$ cat config.mk
export PLATFORM = sky130hd
export DESIGN_NAME = led7_scan_decoder_flat
export DESIGN_NICKNAME = d
export VERILOG_FILES = /design/src/rtl/led7_scan_decoder_pkg.sv /design/src/rtl/led7_scan_decoder_if.sv /design/src/rtl/led7_scan_decoder_to_bin.sv /design/src/rtl/led7_scan_decoder.sv /design/src/flat_wrapper.sv
export SDC_FILE = /design/constraint.sdc
export NUM_CORES = 1
export LEC_CHECK = 0
export ABC_AREA = 1
export BUFFER_PORTS_ARGS = -buffer_cell sky130_fd_sc_hd__buf_2
export CAP_MARGIN = 20
export CORE_MARGIN = 2
export CORE_UTILIZATION = 50
export DETAILED_ROUTE_END_ITERATION = 8
export PLACE_DENSITY_LB_ADDON = 0.15
export SLEW_MARGIN = 30
export SYNTH_ARGS = -nofsm -noshare
export SYNTH_HDL_FRONTEND = slang
export SYNTH_HIERARCHICAL = 1
export SYNTH_SLANG_ARGS = --single-unit
$ cat constraint.sdc
create_clock -name clk -period 2.7 [get_ports clk]
set_clock_uncertainty 0.15 [all_clocks]
set_input_delay 0.405 -clock clk [delete_from_list [all_inputs] [get_ports clk]]
set_output_delay 0.405 -clock clk [all_outputs]
set_load 0.005 [all_outputs]
$ cat src/rtl/led7_scan_decoder_pkg.sv
// rtl/led7_scan_decoder_pkg.sv - segment pattern constants and FSM states for the seven-segment scan decoder
package led7_scan_decoder_pkg;

    localparam logic [6:0] SEG_0     = 7'h3F;
    localparam logic [6:0] SEG_1     = 7'h06;
    localparam logic [6:0] SEG_2     = 7'h5B;
    localparam logic [6:0] SEG_3     = 7'h4F;
    localparam logic [6:0] SEG_4     = 7'h66;
    localparam logic [6:0] SEG_5     = 7'h6D;
    localparam logic [6:0] SEG_6     = 7'h7D;
    localparam logic [6:0] SEG_7     = 7'h07;
    localparam logic [6:0] SEG_8     = 7'h7F;
    localparam logic [6:0] SEG_9     = 7'h6F;
    localparam logic [6:0] SEG_A     = 7'h77;
    localparam logic [6:0] SEG_B     = 7'h7C;
    localparam logic [6:0] SEG_C     = 7'h39;
    localparam logic [6:0] SEG_D     = 7'h5E;
    localparam logic [6:0] SEG_E     = 7'h79;
    localparam logic [6:0] SEG_F     = 7'h71;
    localparam logic [6:0] SEG_BLANK = 7'h00;

    typedef enum logic [1:0] {
        IDLE    = 2'd0,
        COLLECT = 2'd1,
        PUBLISH = 2'd2
    } state_t;

endpackage

$ cat src/rtl/led7_scan_decoder_if.sv
// rtl/led7_scan_decoder_if.sv - segment/anode inputs and published-word outputs of the scan decoder
interface led7_scan_decoder_if #(
    parameter int NUM_DIGITS = 4
);
    logic [6:0]              seg_in;
    logic [NUM_DIGITS-1:0]   an_in;
    logic [4*NUM_DIGITS-1:0] data_out;
    logic [NUM_DIGITS-1:0]   blank_out;
    logic                    valid_out;
    logic                    err_out;

    modport master (
        output seg_in, an_in,
        input  data_out, blank_out, valid_out, err_out
    );

    modport slave (
        input  seg_in, an_in,
        output data_out, blank_out, valid_out, err_out
    );
endinterface

$ cat src/rtl/led7_scan_decoder_to_bin.sv
// rtl/led7_scan_decoder_to_bin.sv - combinational seven-segment pattern to nibble decoder
module led7_to_bin
    import led7_scan_decoder_pkg::*;
(
    input  logic [6:0] i_seg,
    output logic [3:0] o_value,
    output logic       o_blank,
    output logic       o_invalid
);
    always_comb begin
        o_value   = 4'h0;
        o_blank   = 1'b0;
        o_invalid = 1'b0;
        case (i_seg)
            SEG_0:     o_value = 4'h0;
            SEG_1:     o_value = 4'h1;
            SEG_2:     o_value = 4'h2;
            SEG_3:     o_value = 4'h3;
            SEG_4:     o_value = 4'h4;
            SEG_5:     o_value = 4'h5;
            SEG_6:     o_value = 4'h6;
            SEG_7:     o_value = 4'h7;
            SEG_8:     o_value = 4'h8;
            SEG_9:     o_value = 4'h9;
            SEG_A:     o_value = 4'hA;
            SEG_B:     o_value = 4'hB;
            SEG_C:     o_value = 4'hC;
            SEG_D:     o_value = 4'hD;
            SEG_E:     o_value = 4'hE;
            SEG_F:     o_value = 4'hF;
            SEG_BLANK: o_blank = 1'b1;
            default:   o_invalid = 1'b1;
        endcase
    end
endmodule

$ cat src/rtl/led7_scan_decoder.sv
// rtl/led7_scan_decoder.sv - captures stable multiplexed digits and publishes each completed scan frame
module led7_scan_decoder
    import led7_scan_decoder_pkg::*;
#(
    parameter int NUM_DIGITS    = 4,
    parameter int STABLE_CYCLES = 3
) (
    input  logic               clk,
    input  logic               rst_n,
    led7_scan_decoder_if.slave bus
);
    localparam int         IW      = (NUM_DIGITS > 1) ? $clog2(NUM_DIGITS) : 1;
    localparam int         SW      = NUM_DIGITS + 7;
    localparam logic [3:0] CNT_MAX = 4'(STABLE_CYCLES);
    localparam logic [3:0] CNT_CAP = 4'(STABLE_CYCLES - 2);

    state_t                  r_state, w_state_nxt;
    logic [SW-1:0]           r_prev;
    logic [3:0]              r_cnt;
    logic [NUM_DIGITS-1:0]   r_mask, w_mask_nxt;
    logic [4*NUM_DIGITS-1:0] r_frame_val, r_data;
    logic [NUM_DIGITS-1:0]   r_frame_blank, r_blank;
    logic                    r_valid, r_err;
    logic                    w_publish, w_err_nxt;
    logic [SW-1:0]           w_sample;
    logic                    w_same, w_capture;
    logic [IW-1:0]           w_idx;
    logic [3:0]              w_value;
    logic                    w_blank, w_invalid;

    assign w_sample  = {bus.an_in, bus.seg_in};
    assign w_same    = $onehot(bus.an_in) && (w_sample == r_prev);
    // Counter value CNT_CAP is passed exactly once per dwell, so each dwell captures once.
    assign w_capture = w_same && (r_cnt == CNT_CAP);

    always_comb begin
        w_idx = '0;
        for (int i = 0; i < NUM_DIGITS; i++) begin
            if (bus.an_in[i]) w_idx = IW'(i);
        end
    end

    led7_to_bin u_to_bin (
        .i_seg    (bus.seg_in),
        .o_value  (w_value),
        .o_blank  (w_blank),
        .o_invalid(w_invalid)
    );

    always_ff @(posedge clk or negedge rst_n) begin
        if (!rst_n) begin
            r_prev <= '0;
            r_cnt  <= '0;
        end else begin
            r_prev <= w_sample;
            if (!w_same)              r_cnt <= '0;
            else if (r_cnt != CNT_MAX) r_cnt <= r_cnt + 4'd1;
        end
    end

    always_comb begin
        w_state_nxt = r_state;
        w_mask_nxt  = r_mask;
        w_publish   = 1'b0;
        w_err_nxt   = 1'b0;
        case (r_state)
            IDLE, COLLECT: ;
            PUBLISH: begin
                w_publish   = 1'b1;
                w_mask_nxt  = '0;
                w_state_nxt = IDLE;
            end
            default: w_state_nxt = IDLE;
        endcase
        // A capture in the PUBLISH cycle lands in the freshly cleared mask.
        if (w_capture) begin
            if (w_invalid) begin
                w_err_nxt   = 1'b1;
                w_mask_nxt  = '0;
                w_state_nxt = IDLE;
            end else begin
                w_mask_nxt[w_idx] = 1'b1;
                w_state_nxt       = (&w_mask_nxt) ? PUBLISH : COLLECT;
            end
        end
    end

    always_ff @(posedge clk or negedge rst_n) begin
        if (!rst_n) begin
            r_state <= IDLE;
            r_mask  <= '0;
        end else begin
            r_state <= w_state_nxt;
            r_mask  <= w_mask_nxt;
        end
    end

    always_ff @(posedge clk or negedge rst_n) begin
        if (!rst_n) begin
            r_frame_val   <= '0;
            r_frame_blank <= '0;
        end else if (w_capture && !w_invalid) begin
            r_frame_val[{w_idx, 2'b00} +: 4] <= w_value;
            r_frame_blank[w_idx]             <= w_blank;
        end
    end

    always_ff @(posedge clk or negedge rst_n) begin
        if (!rst_n) begin
            r_data  <= '0;
            r_blank <= '0;
            r_valid <= 1'b0;
            r_err   <= 1'b0;
        end else begin
            r_valid <= w_publish;
            r_err   <= w_err_nxt;
            if (w_publish) begin
                r_data  <= r_frame_val;
                r_blank <= r_frame_blank;
            end
        end
    end

    assign bus.data_out  = r_data;
    assign bus.blank_out = r_blank;
    assign bus.valid_out = r_valid;
    assign bus.err_out   = r_err;
endmodule

$ cat src/flat_wrapper.sv
// flat-port wrapper written by rule: the top's interface ports become plain ports
module led7_scan_decoder_flat import led7_scan_decoder_pkg::*;
#(
    parameter int NUM_DIGITS    = 4,
    parameter int STABLE_CYCLES = 3
)
  (clk, rst_n, bus_seg_in, bus_an_in, bus_data_out, bus_blank_out, bus_valid_out, bus_err_out);
  led7_scan_decoder_if #(.NUM_DIGITS(NUM_DIGITS)) bus_i ();
  input  logic clk;
  input  logic rst_n;
  input wire logic [$bits(bus_i.seg_in)-1:0] bus_seg_in;
  input wire logic [$bits(bus_i.an_in)-1:0] bus_an_in;
  output wire logic [$bits(bus_i.data_out)-1:0] bus_data_out;
  output wire logic [$bits(bus_i.blank_out)-1:0] bus_blank_out;
  output wire logic [$bits(bus_i.valid_out)-1:0] bus_valid_out;
  output wire logic [$bits(bus_i.err_out)-1:0] bus_err_out;
  assign bus_i.seg_in = bus_seg_in;
  assign bus_i.an_in = bus_an_in;
  assign bus_data_out = bus_i.data_out;
  assign bus_blank_out = bus_i.blank_out;
  assign bus_valid_out = bus_i.valid_out;
  assign bus_err_out = bus_i.err_out;
  led7_scan_decoder #(.NUM_DIGITS(NUM_DIGITS), .STABLE_CYCLES(STABLE_CYCLES)) u_core (.clk(clk), .rst_n(rst_n), .bus(bus_i));
endmodule
**Word level (Yosys, flattened, before mapping)**

Index checks and enable logic that the tools add are counted.

- Add/subtract/negate cells: 5
- Multiply operators: 0
- Divide/modulo/power cells: 0
- $lt $le $gt $ge: 2
- Equality and inequality tests: 24
- Shift operators: 2
- Mux-type cells: 21
- Bitwise operators: 1
- Reductions and logical operators: 9

Operators with widths:

| kind | count |
|---|---|
| 7-bit == test, second input constant | 12 |
| 4-bit one-hot mux with 15 select lines | 1 |
| 4-bit two-way mux | 5 |
| 17-bit OR reduction | 1 |
| 16-bit bitwise mux | 1 |
| 4-bit by 6-bit variable shift with 16-bit output, first input constant | 1 |
| 4-bit by 6-bit indexed part select with 16-bit output | 1 |
| 7-bit by 3-bit == test with 1-bit output, second input constant | 2 |
| 7-bit by 6-bit == test with 1-bit output, second input constant | 2 |
| 2-bit two-way mux | 6 |
| 11-bit == test | 1 |
| 7-bit logical NOT | 1 |
| 1-bit two-way mux | 6 |
| 4-bit negator with 6-bit output | 1 |
| 1-bit by 1-bit adder with 2-bit output | 2 |
| 4-bit by 1-bit adder with 4-bit output, second input constant | 1 |
| 4-bit bitwise mux | 1 |
| 4-bit by 1-bit == test with 1-bit output, second input constant | 1 |
| 1-bit logical AND | 4 |
| 4-bit by 2-bit != test with 1-bit output, second input constant | 1 |
| 4-bit OR | 1 |
| 4-bit AND reduction | 1 |
| 3-bit adder | 1 |
| 3-bit by 1-bit == test with 1-bit output, second input constant | 1 |
| other kinds (9) | 9 |

- Bits in registers: 63
- Latch bits: 0
- Memory bits (writable): 0
- Memory bits (read-only): 0
- Output and inout bits: 22
- Memories kept: 0

**Logic depth before layout (Yosys ltp)**

- Depth in word-level cells: 12
- Gate-level depth with buffers: 16

**By module**

The synthesis kept the hierarchy.

Modules (own cells, without submodules):

| module | times used | cells each | area an instance (um^2) | sequential area each (um^2) |
|---|---|---|---|---|
| led7_scan_decoder | 1 | 405 | 3,154.3 | 1,576.5 |
| led7_to_bin | 1 | 75 | 315.3 | 0.0 |

**Worst setup path after synthesis**

No wires, ideal clock.

- Path kind: input -> register
- Start point: in bus_an_in[0]
- End point: reg u_core.r_frame_val[10]
- Setup time: 0.065 ns
- Arrival: 2.433 ns
- Required time: 2.485 ns
- Setup slack: 0.051 ns
- Stages: 16
- Buffers on the path: 2
- Cell sequence: inv_1 > fa_1 > inv_1 > ha_1 > ha_1 > inv_1 > nand3_1 > nor2_1 > nand3_1 > nor2_4 > nand4_2 > buf_6 > inv_8 > buf_8 > nand3_1 > nand2_1

- Cells in the longest elaborated chain, start to end: 6

RTL lines:

| element | line | RTL |
|---|---|---|
| from (decl) | flat_wrapper.sv:12 | `input wire logic [$bits(bus_i.an_in)-1:0] bus_an_in;` |
| 1-bit by 1-bit adder with 2-bit output (implied by the code) | led7_scan_decoder.sv:32 | `assign w_same = $onehot(bus.an_in) && (w_sample == r_prev);` |
| 3-bit adder (implied by the code) | led7_scan_decoder.sv:32 |  |
| 3-bit by 1-bit == test with 1-bit output | led7_scan_decoder.sv:32 |  |
| 1-bit logical AND * | led7_scan_decoder.sv:32 |  |
| 1-bit logical AND * | led7_scan_decoder.sv:34 | `assign w_capture = w_same && (r_cnt == CNT_CAP);` |
| 1-bit logical AND * | led7_scan_decoder.sv:102 | `end else if (w_capture && !w_invalid) begin` |
| to (signal, indexed assignment) | led7_scan_decoder.sv:103 | `r_frame_val[{w_idx, 2'b00} +: 4] <= w_value;` |
| to (decl) | led7_scan_decoder.sv:21 | `logic [4*NUM_DIGITS-1:0] r_frame_val, r_data;` |

Mark *: on every way between the ends. The rest lies on a longest branch, timed or not.
A chain may end at the register's enable or synchronous reset.

**Worst setup path after layout**

- Start point: in bus_an_in[0]
- End point: reg u_core.r_frame_val[1]

Same word-level chain as after synthesis.

==> results.cfg <==
[status]
status = completed

[synthesis]
yosys.area.top_type = dfrtp_1
synth_cells = 480
synth_edf_count = 0
yosysSeqAreaShare_pct = 45.4
avgSynthCellArea_sq_um = 7.23
yosysMostFrequentCell = nand2_1
synth_commonest_cells = nand2_1 (175), inv_1 (65), dfrtp_1 (63)
synth_ff_type = dfrtp_1
ys_top_cells_by_area = dfrtp_1 (45%), nand2_1 (19%), inv_1 (7.0%)
synth_fp_nets = 504
synth_seq_cells = 63
syn_area_sq_um = 3470
async_flop_share_pct = 100
ys_warn_count = 6
yosysTopAreaCellShare_pct = 45.4
synth_cell_type_count = 28

[clock_network]
h-tree-depth = 3
cts_buffers = 9
cts_root_buf = clkbuf_8
cts_tree = done
cts_sinks = 63
cts_buffer_depth = 2
path_clk_slew_ns = 0.08
insertion_delay_ns = 0.35

[timing]
finalSetupViolations = 0
fin_crit_sh_pct = 92.3
fmax_ghz = 0.401
rsz0062_at_grt = false
worstMarginPinSlew_ns = 0.808
slew_headroom_pct = 46.1
min_period_ns = 2.49
finalHoldViolCount = 0
maxSlewViolCount = 0
whs_ns = 0.0628

[worst_hold_path]
hold_class = primary input to async pin

[worst_setup_path]
cpPeakStageDelay_ns = 0.53
cp_common_cell = inv_1
worstPathMaxFanout = 20
cp.required_ns = 2.79
start_kind = primary input
path_class = primary input to flop
cp-end-kind = flop
crit_chain = buf_2 > inv_1 > fa_1 > inv_1 > ha_1 > ha_1 > inv_1 > nand3_2 > nor2_2 > nand3_2 > nor2_4 > nand4_2 > buf_12 > o21ai_0 > nand2_1
r2r_cells = 7
slowest_stage = fa_1
critPathArrivalTime_ns = 2.58

[floorplanning]
core_sq_um = 6760
die_y_microns = 87.3
std_cell_rows = 30
ios = 35
dieArea_sq_um = 7620
start_util_pct = 51.4
die_x_microns = 87.3

[placement]
port_buffers = 34
place_congestion = 0.855
place.detailed.hpwl_microns = 5120
place_area_sq_um = 3770

[drt]
wire_per_inst_microns = 11.5
dr.pass1.iters = 5
drt_iter0_drc = 213
vias_per_cell = 4.94
wirelength_microns = 7050
vias = 3022
antenna_left = 0
drc_errors = 0

[cells_and_area]
fill_cells = 644
nets = 551
design_area_sq_um = 4040
area_growth_pct = 16.3
fin_util_pct = 59.7
drive_above_1_share_pct = 13.7
n_antenna_cell = 0

[pwr]
fin_total_pwr_mw = 2.18
intPower_mw = 1.64
power_frac_comb_pct = 8.7
power_leakage_nw = 2.33
seq_power_share_pct = 43.9
switching_share_pct = 25.1
power_switching_uw = 548
peakVddDrop_mv = 0.251
pwr_density_cell_nw_per_um2 = 541
pwr-share-clk_pct = 47.4

[global_route]
antenna_found_initial = 0
gr-usage-all-layers_pct = 20.4
grt_max_degree = 64
grt_pass1_wl_microns = 12300
grt_pass1_vias = 2841
gr-total-overflow = 0

[job]
maxCapViolCount = 0
cells by family (layout without fill, tap and decap cells):
family | after synthesis | count (layout) | share of synthesized area, %
mux | 1 | 1 | 0.289
compound gates | 29 | 29 | 4.18
fa+ha+maj | 11 | 11 | 4.18
buf+inv | 78 | 130 | 9.23
simple gates | 289 | 289 | 34.4
xor+xnor | 9 | 9 | 2.27
flops | 63 | 63 | 45.4
flip-flops by register name, summed over array words and instances, names as in the netlist:
name                  count
u_core/r_state            2
u_core/r_frame_blank      4
u_core/r_prev            11
u_core/bus.valid_out      1
u_core/r_mask             4
u_core/r_frame_val       16
u_core/bus.data_out      16
u_core/bus.blank_out      4
u_core/bus.err_out        1
u_core/r_cnt              4
worst max-delay path: cells and delay by family:
| family | cells | cell delay [ns] |
|---|---|---|
| adder cells (fa/ha/maj) | 3 | 0.97 |
| AO/OA/AOI/OAI | 1 | 0.16 |
| buffers and inverters | 5 | 0.43 |
| AND/OR/NAND/NOR | 6 | 0.61 |
cell usage in the layout (no fill, tap or decap), types with 9 or more instances in the layout:
master,Yosys,layout
inv_1,65,65
dfrtp_1,63,63
nand2_1,175,175
ha_1,10,10
buf_2,1,34
nand3_1,34,32
nand4_1,9,9
nor2_1,56,55
clkbuf_8,0,9
o21ai_0,24,17
cell type report:
class                   count  area (sq um)  share of cell area, %
well taps                  80           100                   2.48
repair buffers             43           250                   6.20
inverters                  71           274                   6.79
clock buffers               9           124                   3.07
clock inverters             7           125                   3.10
multi-input cells         339          1590                   39.3
flip-flops and latches     63          1580                   39.1
power groups by stage:
stage,registers [mW],clock network (mW),logic [mW]
6_report,0.957,1.04,0.190
5_1_grt,0.958,1.09,0.220
4_1_cts,0.957,1.06,0.186
3_5_place_dp,0.976,0,0.186
3_3_place_gp,0.975,0,0.182
2_1_floorplan,0.975,0,0.113
path summary, 6_finish.rpt:
path / start / to / slack (ns)
max in group asynchronous: rst_n / u_core/r_prev[10]$_DFF_PN0_ / 1.79
worst min-delay path: rst_n / u_core/bus.blank_out[3]$_DFFE_PN0P_ / 0.06
worst min register to register: u_core/bus.blank_out[1]$_DFFE_PN0P_ / u_core/bus.blank_out[1]$_DFFE_PN0P_ / 0.32
worst max register to register: u_core/r_prev[6]$_DFF_PN0_ / u_core/r_frame_val[1]$_DFFE_PN0P_ / 0.96
worst max-delay path: bus_an_in[0] / u_core/r_frame_val[1]$_DFFE_PN0P_ / 0.21
min in group clk: bus_seg_in[3] / u_core/r_prev[3]$_DFF_PN0_ / 0.08
routing by layer:
layer / up-vias / global-route usage [%] / wire [microns]
met2: 81 / 32.4 / 3190
li1: 1572 / - / -
met1: 1354 / 27.1 / 3470
met5: - / 0 / 0
met3: 15 / 4.83 / 276
met4: 0 / 7.55 / 111
per-stage QoR:
| step | setup TNS (ns) | instances | setup slack, ns |
|---|---|---|---|
| global placement | -2.21 | 596 | -0.135 |
| floorplan | 0 | 480 | 0.0514 |
| global route | 0 | 612 | 0.0447 |
| CTS | 0 | 612 | 0.157 |
| detailed placement | -3.70 | 596 | -0.222 |
| finish | 0 | 612 | 0.209 |
timing repair:
| action | CTS | global route |
|---|---|---|
| hold endpoints to repair | 0 | 0 |
| endpoints found under the setup margin | 0 | 18 |
| hold buffers | 0 | 0 |
| resized for setup | 0 | 10 |
| setup buffers | 0 | 0 |
Power figures use the tool's default switching activity.
